<file path="src/rtl/aes_round_ctrl.sv">
// aes_round_ctrl: AES-128/192/256 encryption round sequencer.
// Issues one-hot key/add/sub/shift/mix step requests to the datapath,
// each held until i_ack, skipping mix-columns in the final round.
// Ports: clk, reset (sync, active-high); start/key_len launch a block;
// abort cancels it; i_ack completes the current step. Outputs: step
// requests, round_cnt, o_last_round, o_busy, o_finished and o_error.
module aes_round_ctrl #(
    parameter int         CNT_W       = 4,
    parameter logic [1:0] DEFAULT_LEN = 2'd0
) (
    input  logic             clk,
    input  logic             reset,
    input  logic             start,
    input  logic [1:0]       key_len,
    input  logic             abort,
    input  logic             i_ack,
    output logic             o_calc_key,
    output logic             o_add,
    output logic             o_substitute,
    output logic             o_shift_rows,
    output logic             o_mix_columns,
    output logic [CNT_W-1:0] round_cnt,
    output logic             o_last_round,
    output logic             o_busy,
    output logic             o_finished,
    output logic             o_error
);

    typedef enum logic [2:0] {
        IDLE, KEY, ADD, SUB, SHIFT, MIX, DONE
    } state_e;

    state_e           state_q, state_d;
    logic [CNT_W-1:0] cnt_q, cnt_d;
    logic [1:0]       len_q, len_d;
    logic             err_d;
    logic [CNT_W-1:0] nr_q, nr_d;
    logic             step_d;

    logic key_q, add_q, sub_q, shift_q, mix_q;
    logic last_q, busy_q, fin_q, err_q;

    function automatic logic [CNT_W-1:0] nr_of(input logic [1:0] len);
        case (len)
            2'd1:    nr_of = CNT_W'(12);
            2'd2:    nr_of = CNT_W'(14);
            default: nr_of = CNT_W'(10);
        endcase
    endfunction

    assign nr_q = nr_of(len_q);
    assign nr_d = nr_of(len_d);

    always_comb begin
        state_d = state_q;
        cnt_d   = cnt_q;
        len_d   = len_q;
        err_d   = 1'b0;
        if (abort && state_q != IDLE) begin
            state_d = IDLE;
            cnt_d   = '0;
        end else begin
            case (state_q)
                IDLE: begin
                    if (start) begin
                        if (key_len == 2'd3) begin
                            err_d = 1'b1;
                        end else begin
                            len_d   = key_len;
                            cnt_d   = '0;
                            state_d = KEY;
                        end
                    end
                end
                KEY: if (i_ack) state_d = ADD;
                ADD: begin
                    if (i_ack) begin
                        if (cnt_q == nr_q) begin
                            state_d = DONE;
                        end else begin
                            cnt_d   = cnt_q + CNT_W'(1);
                            state_d = SUB;
                        end
                    end
                end
                SUB: if (i_ack) state_d = SHIFT;
                SHIFT: begin
                    // Final round has no mix-columns step.
                    if (i_ack) state_d = (cnt_q == nr_q) ? KEY : MIX;
                end
                MIX: if (i_ack) state_d = KEY;
                DONE: begin
                    state_d = IDLE;
                    cnt_d   = '0;
                end
                default: begin
                    state_d = IDLE;
                    cnt_d   = '0;
                end
            endcase
        end
    end

    assign step_d = (state_d != IDLE) && (state_d != DONE);

    // Outputs are registered from the next state so they line up
    // exactly with the state register.
    always_ff @(posedge clk) begin
        if (reset) begin
            state_q <= IDLE;
            cnt_q   <= '0;
            len_q   <= DEFAULT_LEN;
            key_q   <= 1'b0;
            add_q   <= 1'b0;
            sub_q   <= 1'b0;
            shift_q <= 1'b0;
            mix_q   <= 1'b0;
            last_q  <= 1'b0;
            busy_q  <= 1'b0;
            fin_q   <= 1'b0;
            err_q   <= 1'b0;
        end else begin
            state_q <= state_d;
            cnt_q   <= cnt_d;
            len_q   <= len_d;
            key_q   <= (state_d == KEY);
            add_q   <= (state_d == ADD);
            sub_q   <= (state_d == SUB);
            shift_q <= (state_d == SHIFT);
            mix_q   <= (state_d == MIX);
            last_q  <= step_d && (cnt_d == nr_d);
            busy_q  <= (state_d != IDLE);
            fin_q   <= (state_d == DONE);
            err_q   <= err_d;
        end
    end

    assign o_calc_key    = key_q;
    assign o_add         = add_q;
    assign o_substitute  = sub_q;
    assign o_shift_rows  = shift_q;
    assign o_mix_columns = mix_q;
    assign round_cnt     = cnt_q;
    assign o_last_round  = last_q;
    assign o_busy        = busy_q;
    assign o_finished    = fin_q;
    assign o_error       = err_q;

endmodule

</file>
<file path="config.mk">
export PLATFORM = sky130hd
export DESIGN_NAME = aes_round_ctrl
export DESIGN_NICKNAME = d
export VERILOG_FILES = /design/src/rtl/aes_round_ctrl.sv
export SDC_FILE = /design/constraint.sdc
export NUM_CORES = 1
export LEC_CHECK = 0
export ABC_AREA = 1
export BUFFER_PORTS_ARGS = -buffer_cell sky130_fd_sc_hd__buf_2
export CORE_AREA = 5 5 49 51
export CTS_BUF_LIST = sky130_fd_sc_hd__clkbuf_4
export CTS_CLUSTER_SIZE = 14
export DETAILED_ROUTE_END_ITERATION = 7
export DIE_AREA = 0 0 54 56
export PLACE_DENSITY = 0.79
export SLEW_MARGIN = 10
export SYNTH_ARGS = -nofsm -noshare
export SYNTH_HDL_FRONTEND = slang
export SYNTH_SLANG_ARGS = --single-unit
</file>
<file path="constraint.sdc">
create_clock -name clk -period 2.1 [get_ports clk]
set_clock_uncertainty 0.05 [all_clocks]
set_input_delay 0.315 -clock clk [delete_from_list [all_inputs] [get_ports clk]]
set_output_delay 0.315 -clock clk [all_outputs]
set_load 0.05 [all_outputs]
</file>
Yosys cells after proc, flatten, opt, wreduce, memory -nomap -nowiden
Index checks and enable logic that the tools add are counted.

Input port bits: 7. Register bits: 18. Output and inout port bits: 13.

Add/sub/neg operators: 1. Reductions and logical operators: 8. Bitwise operators: 2. Equal/unequal tests: 19. Muxes and demuxes: 24.

Operator list (count): 3-bit two-way mux (10); 4-bit two-way mux (5); 3-bit one-hot mux with 6 select lines (1); 3-bit equality test, second input constant (5); 3-bit by 2-bit equality test with 1-bit output, second input constant (4); 3-bit one-hot mux with 2 select lines (2); 4-bit one-hot mux with 3 select lines (1); 4-bit equality test (2); 2-bit two-way mux (4); 4-bit OR reduction (2); 2-bit equality test, second input constant (3); 3-bit by 1-bit equality test with 1-bit output, second input constant (2); 3-bit nonzero test (2); 4-bit by 1-bit adder with 4-bit output, second input constant (1); 2-bit by 1-bit equality test with 1-bit output, second input constant (2); 1-bit logical AND (3); 3-bit zero test (1); 3-bit inequality test, second input constant (1); 1-bit inverter (2); 1-bit two-way mux (1).

Logic depth before layout (Yosys ltp)
Gate-level depths: netlist of run 1.

Depth in word-level cells: 10. Mapped depth: 15. Gate-level depth less buffers: 15.

Least setup slack after synthesis of run 1
No wires, ideal clock.

Path kind: register to register. Start point: register cnt_q[1], in the netlist round_cnt[1]. End point: register last_q, in the netlist o_last_round. Setup time: 64 ps. Cell stages (with the launch flop): 13. Period minus slack after synthesis: 1805 ps. Path buffers: 0. Data arrival time: 1691 ps. Slack: 295 ps. Required time: 1986 ps. Cell sequence: dfxtp_1 -> ha_1 -> nand2_1 -> nand2_1 -> nand2_1 -> nand2_1 -> nand2_1 -> nand2_1 -> nand2_1 -> nand4_1 -> nor2_1 -> nand2_1 -> nor2_1.

Longest elaborated chain between the ends: 8. Elaborated cells between the ends (all ways): 19. Those cells by class: 1 x add/sub; 3 x eq/ne; 12 x mux; 3 x reduce/logical.

Ends and longest elaborated chain: start, declared (RTL line 34) `logic [CNT_W-1:0] cnt_q, cnt_d;`; start signal, assigned (RTL line 124) `cnt_q <= cnt_d;`; branches (longest 7 deep; another with 4-bit by 1-bit adder with 4-bit output); 1-bit logical AND * (RTL line 131) `last_q <= step_d && (cnt_d == nr_d);`; end signal, assigned (RTL line 131); end, declared (RTL line 41) `logic last_q, busy_q, fin_q, err_q;`.

Mark *: on every way between the ends. A chain may end at the register's enable or synchronous reset.

Worst setup path in the final report of run 1
Start point: register state_q[2]. End point: register last_q, in the netlist o_last_round.

Longest elaborated chain between the ends: 7. Elaborated cells between the ends (all ways): 30. Those cells by class: 9 x eq/ne; 14 x mux; 7 x reduce/logical.

Ends and longest elaborated chain: start, declared (RTL line 33) `state_e state_q, state_d;`; start signal, assigned (RTL line 123) `state_q <= state_d;`; 3-bit zero test, or another cell as far along (RTL line 63) `case (state_q)`; 2-bit two-way mux, or another cell as far along (RTL line 63); 2-bit two-way mux / 3-bit one-hot mux with 6 select lines (equally long branches) (RTL line 59, 63); 2-bit equality test, or another cell as far along (RTL line 44) `case (len)`; 3-bit one-hot mux with 2 select lines, or another cell as far along (RTL line 44); 4-bit equality test / 1-bit logical AND (equally long branches) (RTL line 131, 104); 1-bit logical AND * (RTL line 131).

Mark *: on every way between the ends. The rest lies on a longest branch, timed or not.

==> results of run 1 <==
## cells in the mapped netlist, drive strengths merged
| library cell | count | share of area, % |
|---|---|---|
| nor2 | 23 | 11 |
| nand4 | 4 | 2.4 |
| nand3 | 16 | 8.8 |
| nor4 | 1 | 0.61 |
| o21ai | 3 | 1.5 |
| inv | 20 | 7.3 |
| buf | 2 | 1.2 |
| a31oi | 2 | 1.2 |
| o21bai | 1 | 0.73 |
| or2 | 3 | 1.8 |
| nor3 | 8 | 4.4 |
| dfxtp | 18 | 35 |
| ha | 3 | 3.7 |
| and2 | 1 | 0.61 |
| a21oi | 4 | 2.7 |
| nand2 | 43 | 17 |
## flip-flops by register name, summed over array words and instances, names as in the netlist
name / flops
round_cnt: 4
state_q: 3
o_calc_key: 1
o_substitute: 1
o_busy: 1
o_finished: 1
len_q: 2
o_error: 1
o_mix_columns: 1
o_last_round: 1
o_shift_rows: 1
o_add: 1
## report_power, final
group	total [uW]	switching (uW)	internal [uW]
clock	175	106	69.2
combinational	179	127	51.9
sequential	370	12.5	357
## cells by family after synthesis
group | share of synthesized area [%]
simple gates | 46.7
compound gates | 6.09
buf+inv | 8.53
fa+ha+maj | 3.65
flops | 35.1
## worst register-to-register path: stages, from the launching register on
cell and delay [ns]:
dfxtp_2 0.39, nor2_4 0.14, nand2_2 0.09, nor2_1 0.09, inv_1 0.06, nor2_1 0.17, o21ai_0 0.15, ha_1 0.22
inv_1 0.06, nand3_1 0.07, nand2_1 0.07, nand4_1 0.07, nor2_1 0.09, nand2_1 0.05, nor2_1 0.07
## metal layers
layer,part of all wire (%),vias up,routed length (um),GRT usage (%)
met3,3.8,7,88,3.22
met4,1.7,0,40,8.19
met1,42,468,967,18.8
li1,-,532,-,-
met5,0,-,0,0
met2,53,26,1230,29.6
## worst paths after layout
path,to,startpoint,slack [ns],cells after the start
hold reg to reg,len_q[0],len_q[0],0.57,3
setup reg to reg,o_last_round,state_q[2],0.20,14
hold / removal,state_q[2],reset,0.27,2
setup / recovery,o_last_round,state_q[2],0.20,14
## through the flow
step / area (um^2) / total power [uW] / hold slack, ns / util (%) / worst slack [ns]
after global placement: 1140 / 547 / 0.514 / 60.1 / 0.219
final: 1180 / 724 / 0.271 / 62.1 / 0.198
after floorplan: 1030 / 514 / 0.433 / - / 0.295
after CTS: 1170 / 726 / 0.273 / 61.5 / 0.0817
after global routing: 1180 / 773 / 0.287 / 62.1 / 0.0244
after detailed placement: 1140 / 553 / 0.549 / 60.1 / 0.113
## final cells by class
type / count / area share [%]
clock inverter: 1 / 0.318
sequential: 18 / 30.8
multi-input combinational: 112 / 49.7
timing repair buffer: 19 / 8.05
inverter: 20 / 6.36
clock buffer: 3 / 1.91
tap: 27 / 2.86
## layout by cell type (no fill, tap or decap), types with 2 or more instances in the layout
master    instances
nor2_1           17
dfxtp_1          15
a21oi_1           2
inv_1            17
buf_2            19
inv_2             3
o21ai_1           2
dfxtp_2           3
nor3_1            7
nor2_2            3
ha_1              3
a21oi_2           2
nand2_1          36
nand4_1           4
clkbuf_4          3
nor2_4            3
a31oi_1           2
nand3_2           2
nand2_2           7
nand3_1          14
## repair_timing
action	in CTS	in global routing
buffers inserted	0	0
endpoints found under the setup margin	0	1
gates resized for setup	0	5
==> flow_metrics.env, run 1 <==
export IMPL_nFillCells=175
export IMPL_netlist_area_um2=1030
export IMPL_remaining_drc_errors=0
export IMPL_avgSynthCellArea_um2=6.76
export IMPL_rows=16
export IMPL_portBuffers=19
export IMPL_ant_nets=0
export IMPL_start_util_pct=54.0
export IMPL_slew_limit_headroom_pct=76.1
export IMPL_area_delta_synth_final_pct=15.0
export IMPL_clockBufferDepth=2
export IMPL_viasPerCell=5.17
export IMPL_die_w_um=54
export IMPL_track_usage_pct=17.0
export IMPL_drive_gt1_share_pct=27.2
export IMPL_crit_required_ns=2.28
export IMPL_numCtsBuffers=3
export IMPL_worst_path_buf_inv=2
export IMPL_crit_fanout=7
export IMPL_pin_count=20
export IMPL_tns_ns=0
export IMPL_numClockSinks=18
export IMPL_yosysSeqAreaShare_pct=35.1
export IMPL_max_cap_viol_count=0
export IMPL_p_leak_uw=0.000590
export IMPL_htreeDepth=1
export IMPL_clkLatencyLatePin_ns=0.29
export IMPL_end_kind="flip-flop"
export IMPL_critPathKind="reg -> reg"
export IMPL_crit_chain="nor2_4, nand2_2, nor2_1, inv_1, nor2_1, o21ai_0, ha_1, inv_1, nand3_1, nand2_1, nand4_1, nor2_1, nand2_1, nor2_1"
export IMPL_slew_violations=0
export IMPL_cp_arrival_ns=2.09
export IMPL_p_per_area_nw_per_um2=613
export IMPL_finalCriticalPeriod_ns=1.90
export IMPL_vdd_ir_drop_max_uv=437
export IMPL_core_area_um2=1900
export IMPL_post_route_period_util_pct=90.6
export IMPL_diodes=0
export IMPL_multiInputGateArea_um2=587
export IMPL_seq_area_um2=364
export IMPL_grt_pass1_vias=1017
export IMPL_firstDrtPassIters=4
export IMPL_postSynthCellCount=152
export IMPL_wl_per_cell_um=11.6
export IMPL_fin_cells=200
export IMPL_overflow=0
export IMPL_gp_congestion=0.851
export IMPL_worstHoldPathType="in -> reg"
export IMPL_critical_path_top_delay_family="simple AND/OR/NAND/NOR gates"
export IMPL_die_h_um=56
export IMPL_synthDistinctLibCells=27
export IMPL_grt_pass1_wl_mm=3.92
export IMPL_finalHoldViolCount=0
export IMPL_crit_top_cell="nor2_1"
export IMPL_tightest_slew_ns=0.356
export IMPL_cts_reportedPaths_clkPinSlew_ns=0.10
export IMPL_synth_seq_cells=18
export IMPL_setup_viol=0
export IMPL_status="finished, final reports clean"
export IMPL_fmax_mhz=526
export IMPL_syn_nets=162
export IMPL_max_stage_delay_ns=0.39
export IMPL_critical_path_startpoint_type="flip-flop"
export IMPL_wirelength_mm=2.32
export IMPL_cts_hold_fix_buffers=0
export IMPL_vias=1033
export IMPL_cts_tree="yes"
export IMPL_grt_max_degree=12
export IMPL_hpwlAfterDp_mm=1.86
export IMPL_post_place_cells=196
export IMPL_drt_iter0_markers=13
export IMPL_grt_setup_unrepaired="no"
export IMPL_yosysWarnings=0
export IMPL_cts_root_buf="clkbuf_4"
export IMPL_antenna_found_initial=0
export IMPL_dieArea_um2=3020
export IMPL_nets=184
export IMPL_slowest_stage="dfxtp_2"
No activity file was read; power rests on OpenSTA's default activity.
==> run 2: changes to the inputs <==
--- a/config.mk
+++ b/config.mk
@@ -12,6 +12,7 @@
 export CTS_CLUSTER_SIZE = 14
 export DETAILED_ROUTE_END_ITERATION = 7
 export DIE_AREA = 0 0 54 56
+export MAX_ROUTING_LAYER = met4
 export PLACE_DENSITY = 0.79
 export SLEW_MARGIN = 10
 export SYNTH_ARGS = -nofsm -noshare
==> constraint.sdc (replaced) <==
create_clock -name clk -period 2.1 [get_ports clk]
set_clock_uncertainty 0.05 [all_clocks]
set_input_delay 0.42 -clock clk [delete_from_list [all_inputs] [get_ports clk]]
set_output_delay 0.42 -clock clk [all_outputs]
set_load 0.05 [all_outputs]
==> flow_metrics.env, run 2 (synthesis results as in run 1) <==
export IMPL_p_sw_uw=246
export IMPL_swShare_pct=33.9
export IMPL_track_usage_pct=17.4
export IMPL_fmax_mhz=526
export IMPL_wl_per_cell_um=11.6
export IMPL_grt_setup_unrepaired="no"
export IMPL_finalCriticalPeriod_ns=1.90
export IMPL_critPathKind="reg -> reg"
export IMPL_viasPerCell=5.14
export IMPL_p_per_area_nw_per_um2=613
export IMPL_area_delta_synth_final_pct=15.0
export IMPL_slew_limit_headroom_pct=76.1
export IMPL_numClockSinks=18
export IMPL_grt_pass1_vias=1016
export IMPL_crit_required_ns=2.29
export IMPL_drive_gt1_share_pct=27.2
export IMPL_grt_use_met3_pct=3.22
export IMPL_core_area_um2=1900
export IMPL_combPwrFrac_pct=24.7
export IMPL_cp_arrival_ns=2.09
export IMPL_crit_chain="nor2_4, nand2_2, nor2_1, inv_1, nor2_1, o21ai_0, ha_1, inv_1, nand3_1, nand2_1, nand4_1, nor2_1, nand2_1, nor2_1"
export IMPL_cts_reportedPaths_clkPinSlew_ns=0.10
export IMPL_p_leak_uw=0.000590
export IMPL_post_route_period_util_pct=90.6
export IMPL_htreeDepth=1
export IMPL_critical_path_startpoint_type="flip-flop"
export IMPL_antenna_found_initial=0
export IMPL_seq_power_share_pct=51.1
export IMPL_gr_usage_met1_pct=18.8
export IMPL_diodes=0
export IMPL_finalHoldViolCount=0
export IMPL_grt_max_degree=12
export IMPL_die_h_um=56
export IMPL_vias=1027
export IMPL_tightest_slew_ns=0.356
export IMPL_gp_congestion=0.864
export IMPL_cts_root_buf="clkbuf_4"
export IMPL_overflow=0
export IMPL_cts_tree="yes"
export IMPL_drt_iter0_markers=13
export IMPL_vdd_ir_drop_max_uv=436
export IMPL_slowest_stage="dfxtp_2"
export IMPL_pwr_share_clk_pct=24.3
export IMPL_p_int_uw=478
export IMPL_crit_fanout=7
export IMPL_numCtsBuffers=3
export IMPL_hpwlAfterDp_mm=1.86
export IMPL_die_w_um=54
export IMPL_busiest_layer="met2"
export IMPL_pin_count=20
export IMPL_end_kind="flip-flop"
export IMPL_largest_reg_flops=4
export IMPL_ant_nets=0
export IMPL_setup_viol=0
export IMPL_p_total_uw=724
export IMPL_max_cap_viol_count=0
export IMPL_final_cell_mix="36 x nand2_1, 19 x buf_2, 17 x inv_1, 17 x nor2_1, 15 x dfxtp_1"
export IMPL_remaining_drc_errors=0
export IMPL_start_util_pct=54.0
export IMPL_use_met2_pct=29.6
export IMPL_post_cts_buffers=0
export IMPL_clockBufferDepth=2
export IMPL_tns_ns=0
export IMPL_max_stage_delay_ns=0.39
export IMPL_fin_util_pct=62.1
export IMPL_wirelength_mm=2.32
export IMPL_grt_pass1_wl_mm=3.92
export IMPL_slew_violations=0
export IMPL_status="finished, final reports clean"
export IMPL_worstHoldPathType="in -> reg"
export IMPL_clkLatencyLatePin_ns=0.29
export IMPL_final_common_cell="nand2_1"
export IMPL_rows=16
export IMPL_nets=184
export IMPL_portBuffers=19
export IMPL_crit_top_cell="nor2_1"
export IMPL_nFillCells=175
export IMPL_firstDrtPassIters=4
export IMPL_dieArea_um2=3020
-- run 2: cell counts in the layout (fill, tap and decap cells not counted) --
No cell type changed its count.
-- run 2: layer usage --
layer,wire length [um],part of all wire [%],vias up
met3,78,3.4,7
met1,977,42,467
li1,-,-,531
met2,1220,53,22
met5,0,0,-
met4,40,1.7,0
-- run 2: metrics by stage --
stage	hold WS, ns	cells	cell area [um^2]	worst slack [ns]
after floorplan	0.466	152	1030	0.295
after global placement	0.514	196	1140	0.219
after detailed placement	0.549	196	1140	0.113
after CTS	0.378	200	1170	0.0817
after global routing	0.392	200	1180	0.0244
final	0.375	200	1180	0.198
-- run 2: power by group through the flow --
stage,clock network [uW],registers (uW),logic (uW)
after floorplan,0,403,110
after global placement,0,374,173
after detailed placement,0,376,177
after CTS,180,368,178
after global routing,201,372,199
final,176,370,179
-- run 2: repair_timing --
item / 4_1_cts / 5_1_grt
gates resized for setup: 0 / 5
endpoints found under the setup margin: 0 / 1
hold buffers: 0 / 0
-- run 2: worst max-delay path: cells and delay by family, from the launching register on --
family	cells	cell delay, ns
DFF	1	0.39
and+or+nand+nor	10	0.91
buffers and inverters	2	0.12
adders and majority gates	1	0.22
AOI/OAI and AO/OA	1	0.15
-- run 2: final timing paths --
kind / from / end / slack [ns] / cells past startpoint
worst max-delay path: state_q[2] / o_last_round / 0.20 / 14
worst min-delay path: reset / state_q[2] / 0.38 / 2
worst max register to register: state_q[2] / o_last_round / 0.20 / 14
worst min register to register: len_q[0] / len_q[0] / 0.57 / 3
-- run 2: area by class of cell --
cell class                 instances  area, um^2  share of cell area (%)
timing repair buffer              19        95.1                    8.05
inverter                          20        75.1                    6.36
clock inverter                     1        3.75                   0.318
tap                               27        33.8                    2.86
sequential                        18         364                    30.8
multi-input combinational        112         587                    49.7
clock buffer                       3        22.5                    1.91
==> run 3: changes to the inputs <==
--- a/config.mk
+++ b/config.mk
@@ -7,13 +7,13 @@
 export LEC_CHECK = 0
 export ABC_AREA = 1
 export BUFFER_PORTS_ARGS = -buffer_cell sky130_fd_sc_hd__buf_2
-export CORE_AREA = 5 5 49 51
+export CORE_AREA = 5 5 51 53
 export CTS_BUF_LIST = sky130_fd_sc_hd__clkbuf_4
 export CTS_CLUSTER_SIZE = 14
 export DETAILED_ROUTE_END_ITERATION = 7
-export DIE_AREA = 0 0 54 56
+export DIE_AREA = 0 0 56 58
 export MAX_ROUTING_LAYER = met4
-export PLACE_DENSITY = 0.79
+export PLACE_DENSITY = 0.76
 export SLEW_MARGIN = 10
 export SYNTH_ARGS = -nofsm -noshare
 export SYNTH_HDL_FRONTEND = slang
==> constraint.sdc (replaced) <==
create_clock -name clk -period 1.65 [get_ports clk]
set_clock_uncertainty 0.05 [all_clocks]
set_input_delay 0.33 -clock clk [delete_from_list [all_inputs] [get_ports clk]]
set_output_delay 0.33 -clock clk [all_outputs]
set_load 0.05 [all_outputs]
==> flow_metrics.env, run 3 (synthesis results as in run 1) <==
export IMPL_grt_pass1_wl_mm=4.38
export IMPL_critical_path_startpoint_type="flip-flop"
export IMPL_final_common_cell="nand2_1"
export IMPL_status="complete, but fails checks"
export IMPL_slowest_stage="dfxtp_2"
export IMPL_diodes=0
export IMPL_largest_reg_flops=4
export IMPL_wirelength_mm=2.71
export IMPL_slew_limit_headroom_pct=73.4
export IMPL_critPathKind="reg -> reg"
export IMPL_seq_power_share_pct=45.5
export IMPL_crit_required_ns=1.85
export IMPL_cts_reportedPaths_clkPinSlew_ns=0.10
export IMPL_vdd_ir_drop_max_uv=642
export IMPL_worst_slack_ns=-0.151
export IMPL_grt_pass1_vias=1050
export IMPL_combPwrFrac_pct=32.0
export IMPL_wl_per_cell_um=12.5
export IMPL_gp_congestion=0.816
export IMPL_cts_root_buf="clkbuf_4"
export IMPL_remaining_drc_errors=0
export IMPL_tns_ns=-0.313
export IMPL_clkLatencyLatePin_ns=0.30
export IMPL_cp_arrival_ns=2.00
export IMPL_ant_nets=0
export IMPL_crit_top_cell="nand2_1"
export IMPL_finalCriticalPeriod_ns=1.80
export IMPL_grt_setup_unrepaired="yes"
export IMPL_p_int_uw=662
export IMPL_die_h_um=58
export IMPL_slew_violations=0
export IMPL_pwr_share_clk_pct=22.6
export IMPL_setup_viol=6
export IMPL_antenna_found_initial=0
export IMPL_crit_fanout=3
export IMPL_drt_iter0_markers=19
export IMPL_htreeDepth=1
export IMPL_p_per_area_nw_per_um2=730
export IMPL_start_util_pct=48.8
export IMPL_final_cell_mix="34 x nand2_1, 19 x buf_2, 15 x buf_4"
export IMPL_overflow=0
export IMPL_post_route_period_util_pct=109
export IMPL_swShare_pct=35.4
export IMPL_dieArea_um2=3250
export IMPL_die_w_um=56
export IMPL_clockBufferDepth=2
export IMPL_placedInstanceArea_um2=1270
export IMPL_crit_chain="nor2_4, nand2_2, nor2_2, inv_2, or2_4, a21oi_4, ha_2, nand2_1, nand2_1, nand4_1, nor2_1, nand2_1, nor2_1"
export IMPL_drive_gt1_share_pct=45.2
export IMPL_finalHoldViolCount=0
export IMPL_worstHoldPathType="in -> reg"
export IMPL_cts_hold_fix_buffers=0
export IMPL_tightest_slew_ns=0.397
export IMPL_end_kind="flip-flop"
export IMPL_numClockSinks=18
export IMPL_core_area_um2=2110
export IMPL_rows=17
export IMPL_pre_cts_slack_ns=-0.139
export IMPL_pin_count=20
export IMPL_area_delta_synth_final_pct=36.4
export IMPL_p_sw_uw=362
export IMPL_max_stage_delay_ns=0.35
export IMPL_portBuffers=19
export IMPL_viasPerCell=5.10
export IMPL_vias=1102
export IMPL_nets=199
export IMPL_hpwlAfterDp_mm=2.04
export IMPL_cts_tree="yes"
export IMPL_hold_slack_ns=0.310
export IMPL_grt_max_degree=11
export IMPL_fmax_mhz=555
export IMPL_numCtsBuffers=3
export IMPL_max_cap_viol_count=0
export IMPL_firstDrtPassIters=4
export IMPL_failed_checks="setup timing"
export IMPL_p_leak_uw=0.000681
export IMPL_stdcell_area_um2=1400
export IMPL_track_usage_pct=17.3
[run 3: changes by cell type in the layout (fill, tap and decap cells not counted), moves of 3 or more]
cell and delta:
nor3_2 +4, dfxtp_2 +4, dfxtp_1 -4, nor2_2 +3
inv_2 +3, buf_4 +15, nor2_1 -4, nor3_1 -4
inv_1 -3
[run 3: metrics by stage]
step / std cells / utilization [%] / total power (uW)
global route: 216 / 66.5 / 1080
CTS: 215 / 62.6 / 979
detailed placement: 211 / 60.2 / 750
floorplan: 152 / - / 660
global placement: 211 / 60.2 / 740
finish: 216 / 66.5 / 1020
[run 3: path summary, 6_finish.rpt]
kind                start           end  slack (ns)  cells past startpoint
min reg2reg  round_cnt[0]  round_cnt[0]        0.61                      4
min                 reset    state_q[2]        0.31                      2
max            state_q[0]  o_last_round       -0.15                     13
max reg2reg    state_q[0]  o_last_round       -0.15                     13
[run 3: power by group through the flow]
stage          Combinational (uW)  Sequential, uW  Clock [uW]
2_1_floorplan                 144             516           0
3_3_place_gp                  266             473           0
3_5_place_dp                  276             474           0
4_1_cts                       285             464         230
5_1_grt                       356             468         258
6_report                      327             465         231
[run 3: layout make-up]
type                       instances  area, um^2
inverter                          20        75.1
fill                             176         704
clock buffer                       3        22.5
sequential                        18         369
multi-input combinational        112         688
timing repair buffer              34         208
clock inverter                     1        3.75
tap                               28        35.0
[run 3: routing by layer]
layer  wire length [um]  GRT usage [%]
met1               1070           18.1
met2               1440           30.7
met3                149           4.23
met4                 50           8.14
met5                  0              -
[run 3: critical path: cells and delay by family (launching register included)]
family,cells,cell delay [ns]
fa+ha+maj,1,0.19
simple gates,10,0.96
flops,1,0.35
buf+inv,1,0.06
compound gates,1,0.13
[run 3: timing repair]
action / CTS / global route
pin swaps: 2 / 3
setup endpoints to repair: 8 / 11
resized for setup: 8 / 16
setup buffers: 0 / 1
